`src/rtl/multicycle_control_fsm.sv`:
```
// Multicycle control FSM for the 32-bit RISC-V datapath.
// It decodes the latched instruction, sequences FETCH/DECODE/execute
// and handles the data-memory ready handshake with a bounded wait.
//
// Parameter:
//   WAIT_MAX    - cycles to wait for mem_ready before completing anyway
// Macro:
//   ILLEGAL_TRAP_EN - adds the sticky 'illegal' output; illegal opcodes
//                     jump the PC to 0 instead of acting as a NOP
// Ports:
//   clk, rst    - clock, synchronous active-high reset
//   instr       - instruction register contents (loaded when ir_en=1)
//   zero        - ALU result is zero
//   mem_ready   - data memory finished the current access
//   MemWrite, ALUSrc, RegWrite, ALUControl, ImmSrc, ResultSrc, PCSrc
//               - datapath controls
//   pc_en, ir_en - PC / instruction register load enables
//   mem_timeout - sticky: a memory wait reached WAIT_MAX
//   illegal     - sticky illegal-instruction flag (ILLEGAL_TRAP_EN only)
//   state_dbg   - current state encoding
module multicycle_control_fsm #(
   parameter int WAIT_MAX = 15
) (
   input  logic        clk,
   input  logic        rst,
   input  logic [31:0] instr,
   input  logic        zero,
   input  logic        mem_ready,
   output logic        MemWrite,
   output logic        ALUSrc,
   output logic        RegWrite,
   output logic [1:0]  ALUControl,
   output logic [1:0]  ImmSrc,
   output logic [1:0]  ResultSrc,
   output logic [1:0]  PCSrc,
   output logic        pc_en,
   output logic        ir_en,
   output logic        mem_timeout,
`ifdef ILLEGAL_TRAP_EN
   output logic        illegal,
`endif
   output logic [3:0]  state_dbg
);

   localparam int CW = $clog2(WAIT_MAX + 1);
   localparam logic [CW-1:0] WMAX = CW'(WAIT_MAX);

   localparam logic [6:0] OP_R    = 7'b0110011;
   localparam logic [6:0] OP_I    = 7'b0010011;
   localparam logic [6:0] OP_LW   = 7'b0000011;
   localparam logic [6:0] OP_SW   = 7'b0100011;
   localparam logic [6:0] OP_BR   = 7'b1100011;
   localparam logic [6:0] OP_JAL  = 7'b1101111;
   localparam logic [6:0] OP_JALR = 7'b1100111;

   typedef enum logic [3:0] {
      S_BOOT    = 4'd0,
      S_FETCH   = 4'd1,
      S_DECODE  = 4'd2,
      S_ALU_WB  = 4'd3,
      S_MEM_RD  = 4'd4,
      S_MEM_WB  = 4'd5,
      S_MEM_WR  = 4'd6,
      S_BRANCH  = 4'd7,
      S_JUMP    = 4'd8,
      S_ILLEGAL = 4'd9
   } state_t;

   state_t          state;
   state_t          next;
   state_t          d_next;
   logic [CW-1:0]   cnt;
   logic            to_set;
   logic            d_alusrc;
   logic [1:0]      d_alu;
   logic [1:0]      d_imm;
   logic [1:0]      d_res;
   logic            d_jalr;
   logic            wait_end;
   logic            unused_bits;

   logic [6:0] op;
   logic [2:0] f3;
   logic [6:0] f7;

   assign op = instr[6:0];
   assign f3 = instr[14:12];
   assign f7 = instr[31:25];
   assign unused_bits = ^{instr[24:15], instr[11:7]};

   assign state_dbg = state;

   // Instruction decode; the controls it produces stay valid for the
   // whole instruction because instr only changes during FETCH.
   always_comb begin
      d_next   = S_ILLEGAL;
      d_alusrc = 1'b0;
      d_alu    = 2'b00;
      d_imm    = 2'b00;
      d_res    = 2'b00;
      d_jalr   = 1'b0;
      unique case (1'b1)
         op == OP_R: begin
            if (f7 == 7'b0000000 && f3 == 3'b000) begin
               d_next = S_ALU_WB;
            end else if (f7 == 7'b0100000 && f3 == 3'b000) begin
               d_next = S_ALU_WB;
               d_alu  = 2'b01;
            end else if (f7 == 7'b0000000 && f3 == 3'b111) begin
               d_next = S_ALU_WB;
               d_alu  = 2'b10;
            end else if (f7 == 7'b0000000 && f3 == 3'b110) begin
               d_next = S_ALU_WB;
               d_alu  = 2'b11;
            end
         end
         op == OP_I: begin
            d_alusrc = 1'b1;
            if (f3 == 3'b000) begin
               d_next = S_ALU_WB;
            end else if (f3 == 3'b111) begin
               d_next = S_ALU_WB;
               d_alu  = 2'b10;
            end else if (f3 == 3'b110) begin
               d_next = S_ALU_WB;
               d_alu  = 2'b11;
            end
         end
         op == OP_LW: begin
            d_next   = S_MEM_RD;
            d_alusrc = 1'b1;
            d_res    = 2'b01;
         end
         op == OP_SW: begin
            d_next   = S_MEM_WR;
            d_alusrc = 1'b1;
            d_imm    = 2'b01;
         end
         op == OP_BR: begin
            d_alu = 2'b01;
            d_imm = 2'b10;
            if (f3 == 3'b000) d_next = S_BRANCH;
         end
         op == OP_JAL: begin
            d_next = S_JUMP;
            d_imm  = 2'b11;
            d_res  = 2'b11;
         end
         op == OP_JALR: begin
            d_next   = S_JUMP;
            d_alusrc = 1'b1;
            d_res    = 2'b11;
            d_jalr   = 1'b1;
         end
         default: ;
      endcase
   end

   // Memory wait ends on ready, or when the counter is saturated;
   // a ready in the saturating cycle is a normal completion.
   assign wait_end = mem_ready || (cnt == WMAX);

   always_comb begin
      next       = state;
      to_set     = 1'b0;
      MemWrite   = 1'b0;
      ALUSrc     = 1'b0;
      RegWrite   = 1'b0;
      ALUControl = 2'b00;
      ImmSrc     = 2'b00;
      ResultSrc  = 2'b00;
      PCSrc      = 2'b00;
      pc_en      = 1'b0;
      ir_en      = 1'b0;
      if (state != S_BOOT && state != S_FETCH &&
          state != S_ILLEGAL) begin
         ALUSrc     = d_alusrc;
         ALUControl = d_alu;
         ImmSrc     = d_imm;
         ResultSrc  = d_res;
      end
      case (state)
         S_BOOT: begin
            pc_en = 1'b1;
            PCSrc = 2'b11;
            next  = S_FETCH;
         end
         S_FETCH: begin
            ir_en = 1'b1;
            next  = S_DECODE;
         end
         S_DECODE: begin
            next = d_next;
         end
         S_ALU_WB: begin
            RegWrite  = 1'b1;
            ResultSrc = 2'b00;
            pc_en     = 1'b1;
            next      = S_FETCH;
         end
         S_MEM_RD: begin
            if (wait_end) begin
               next   = S_MEM_WB;
               to_set = !mem_ready;
            end
         end
         S_MEM_WB: begin
            RegWrite  = 1'b1;
            ResultSrc = 2'b01;
            pc_en     = 1'b1;
            next      = S_FETCH;
         end
         S_MEM_WR: begin
            MemWrite = 1'b1;
            if (wait_end) begin
               pc_en  = 1'b1;
               next   = S_FETCH;
               to_set = !mem_ready;
            end
         end
         S_BRANCH: begin
            pc_en = 1'b1;
            PCSrc = zero ? 2'b01 : 2'b00;
            next  = S_FETCH;
         end
         S_JUMP: begin
            RegWrite = 1'b1;
            pc_en    = 1'b1;
            PCSrc    = d_jalr ? 2'b10 : 2'b01;
            next     = S_FETCH;
         end
         S_ILLEGAL: begin
            pc_en = 1'b1;
`ifdef ILLEGAL_TRAP_EN
            PCSrc = 2'b11;
`endif
            next  = S_FETCH;
         end
         default: next = S_FETCH;
      endcase
   end

`ifdef ILLEGAL_TRAP_EN
   logic illegal_q;
   assign illegal = illegal_q || (state == S_ILLEGAL);
`endif

   always_ff @(posedge clk) begin
      if (rst) begin
         state       <= S_BOOT;
         cnt         <= '0;
         mem_timeout <= 1'b0;
`ifdef ILLEGAL_TRAP_EN
         illegal_q   <= 1'b0;
`endif
      end else begin
         state <= next;
         if (state == S_DECODE) begin
            cnt <= '0;
         end else if ((state == S_MEM_RD || state == S_MEM_WR) &&
                      cnt != WMAX) begin
            cnt <= cnt + CW'(1);
         end
         if (to_set) mem_timeout <= 1'b1;
`ifdef ILLEGAL_TRAP_EN
         if (state == S_ILLEGAL) illegal_q <= 1'b1;
`endif
      end
   end

endmodule

```
`config.mk`:
```
export PLATFORM = sky130hd
export DESIGN_NAME = multicycle_control_fsm
export DESIGN_NICKNAME = d
export VERILOG_FILES = /design/src/rtl/multicycle_control_fsm.sv
export SDC_FILE = /design/constraint.sdc
export NUM_CORES = 1
export LEC_CHECK = 0
export ABC_AREA = 1
export BUFFER_PORTS_ARGS = -buffer_cell sky130_fd_sc_hd__buf_2
export CAP_MARGIN = 25
export CORE_ASPECT_RATIO = 1.5
export CORE_UTILIZATION = 35
export CTS_BUF_LIST = sky130_fd_sc_hd__clkbuf_8
export DETAILED_ROUTE_END_ITERATION = 8
export GPL_TIMING_DRIVEN = 1
export PLACE_DENSITY_LB_ADDON = 0.2
export SYNTH_ARGS = -nofsm -noshare
export SYNTH_HDL_FRONTEND = slang
export SYNTH_SLANG_ARGS = --single-unit
```
`constraint.sdc`:
```
create_clock -name clk -period 1.6 [get_ports clk]
set_input_delay 0.16 -clock clk [delete_from_list [all_inputs] [get_ports clk]]
set_output_delay 0.16 -clock clk [all_outputs]
set_load 0.02 [all_outputs]
```
==> impl_metrics.toml <==
[status]
status = "finished, violations left"
violations = "setup timing"

[grt]
grt_pass1_wl_mm = 3.808
antenna_found_initial = 0
grt_max_degree = 7
grt_use_total_pct = 17.00
grt-ovfl-total = 0
first_global_vias = 1044

[placement]
place_area_mm2 = 0.001125
pre_cts_ws_ns = 0.1193
gp_congestion = 0.7884
io_buffers = 38
dpl.hpwl_mm = 1.856

[die]
dieArea_mm2 = 0.002752
die_h_um = 63.75
start_util_pct = 36.73
io_pins = 54
rows = 22
die_w_um = 43.17
coreArea_mm2 = 0.002422

[yosys]
synth_area_um2 = 889.6
synth_cells = 157
syn_avg_cell_area_um2 = 5.666
synth_xor_area_share_pct = 0.9845
yosys.area.top_type = "dfxtp_1"
synth_top_family_by_area = "simple AND/OR/NAND/NOR gates"
ys_top_cells_by_area = "dfxtp_1, inv_1, nand2_1"
synth-edff-count = 0
ys_warn_count = 0
synth_compound_area_share_pct = 16.17
synthAdderAreaFrac_pct = 1.406
ys_seq_area_share_pct = 20.25
async_reset_ff_share_pct = 0
ys_ff_latch = 9
muxShareOfSynthArea_pct = 0
synthFlopType = "dfxtp_1"
synth_nets = 194
synthSimpleGateAreaFrac_pct = 45.99
synth_top_cell_area_share_pct = 20.25
synth_cell_types = 26

[timing]
slew_headroom_pct = 80.00
grt_setup_unrepaired = "yes"
fmax_mhz = 618.0
final-setup-viol-count = 1
worst_pin_slew_ns = 0.2984
setup_ws_ns = -0.01802
fin_crit_ns = 1.618
maxSlewViolCount = 0
finClkSkew_ns = 0.002101
min_period_over_period_pct = 101.1
hold_viol = 0

[critical_path]
start_kind = "flop"
worst_ep_required_time_ns = 1.44
worstSetupPathType = "flop to output port"
arrival_ns = 1.46
path_cells = "inv_4, nor2_4, inv_2, nor2_2, nor2_2, nand2_1, o21bai_1, o22ai_1, buf_4"
crit_top_cell = "nor2_2"
r2r_cells = 8
cp_max_fo = 4
slowest_delay_ns = 0.36
cp_slowest_cell = "dfxtp_4"
crit_path_end_kind = "output port"

[clock_network]
clock_latency_ns = 0.23
clock_path_buffers = 2
htreeDepth = 1
clock-root-buffer = "clkbuf_8"
clkTransAtPathRegs_ns = 0.05
cts_sinks = 9
cts_tree = "done"
numCtsBuffers = 3

[finish]
final_cell_mix = "buf_2, inv_1, nand2_1"
fin_nets = 245
drive_gt1_share_pct = 40.58
fin_area_mm2 = 0.001277
layout_commonest_cell = "buf_2"
fillers = 268
diodes = 0
areaGrowthSynthToFinish_pct = 43.60

[routing]
wire_per_inst_um = 9.788
vias = 1118
drt_iter0_markers = 12
ant_nets = 0
drcViolationCount = 0
routed_wirelength_mm = 2.261
dr.pass1.iters = 3
vias_per_cell = 4.840

[power_and_ir_drop]
powerDensity_mw_per_mm2 = 563.3
p_leak_uw = 0.0006479
p_sw_uw = 232.1
pwr-share-seq_pct = 33.3
swShare_pct = 32.25
pwr-share-comb_pct = 30.4
p_clk_share_pct = 36.3
p_int_uw = 487.6
ir_worst_vdd_mv = 0.7085

[hold_path]
worstHoldPathType = "input pin to flop"
worstHoldPathCells = 2

[job]
drv_cap = 0
## final cells by class
type	instances	area [µm²]	area share (%)
Clock buffer	3	41.29	3.232
Clock inverter	1	3.754	0.2938
Inverter	36	137.6	10.77
Multi-Input combinational cell	112	606.8	47.50
Sequential cell	9	192.7	15.08
Tap cell	24	30.03	2.351
Timing Repair Buffer	46	265.3	20.76
## worst max-delay path, delay by kind of cell (launching register included)
kind	cells	cell delay [ns]
flops	1	0.36
buf+inv	3	0.29
simple gates	4	0.29
compound gates	2	0.28
## worst paths after layout
| kind | from | to | slack [ns] |
|---|---|---|---|
| max reg2reg | cnt[0] | state_dbg[3] | 0.25 |
| max | state_dbg[0] | ResultSrc[0] | -0.02 |
| min | rst | mem_timeout | 0.12 |
| min reg2reg | cnt[1] | cnt[1] | 0.49 |
## what timing repair did
item | 4_1_cts | 5_1_grt
pin swaps | 2 | 3
setup endpoints to repair | 4 | 11
setup buffers | 5 | 1
hold buffers | 0 | 0
gates resized for setup | 12 | 13
## cell families after synthesis
| kind of cell | after synthesis |
|---|---|
| buffers and inverters | 36 |
| and+or+nand+nor | 84 |
| DFF | 9 |
| AOI/OAI and AO/OA | 26 |
| xor gates and xnor gates | 1 |
| adders and majority gates | 1 |
## state kept, by name, indices dropped and copies added (netlist names)
| register | count |
|---|---|
| mem_timeout | 1 |
| cnt | 4 |
| state_dbg | 4 |
## routing by layer
| layer | routed length [µm] | part of all wire [%] | global-route usage [%] |
|---|---|---|---|
| met2 | 1266 | 56 | 33.96 |
| met5 | 0 | 0 | 0 |
| met1 | 891 | 39 | 17.68 |
| met4 | 24 | 1.1 | 4.545 |
| met3 | 79 | 3.5 | 1.695 |
## synthesized netlist by cell type, types with 2 or more instances
cell and instances:
inv_1 27, nor2_1 24, nor2_2 6, dfxtp_1 9
o21ai_1 2, o22ai_1 2, nand2_1 25, nand3_1 13
nor3_2 3, inv_2 9, o21ai_0 5, nand2_2 3
nand4_1 2, a21oi_1 12, o211ai_1 2, nor3_1 3
## power groups by stage
| stage | Sequential, µW | Combinational [µW] | Clock (µW) |
|---|---|---|---|
| CTS | 239 | 207 | 269 |
| finish | 239 | 219 | 262 |
| floorplan | 250 | 104 | 0 |
| global route | 241 | 241 | 282 |
| global placement | 244 | 182 | 0 |
| detailed placement | 244 | 186 | 0 |
## through the flow
| step | util, % | total power [µW] | hold slack [ns] | TNS (ns) | cells |
|---|---|---|---|---|---|
| 2_1_floorplan | - | 354.0 | 0.2324 | 0 | 157 |
| 3_3_place_gp | 46.44 | 426.3 | 0.3523 | 0 | 221 |
| 3_5_place_dp | 46.44 | 429.7 | 0.3630 | 0 | 221 |
| 4_1_cts | 50.88 | 715.2 | 0.1166 | -0.03700 | 230 |
| 5_1_grt | 52.74 | 763.0 | 0.1323 | -0.3305 | 231 |
| 6_report | 52.74 | 719.6 | 0.1210 | -0.01802 | 231 |
No activity file was read; power rests on OpenSTA's default activity.
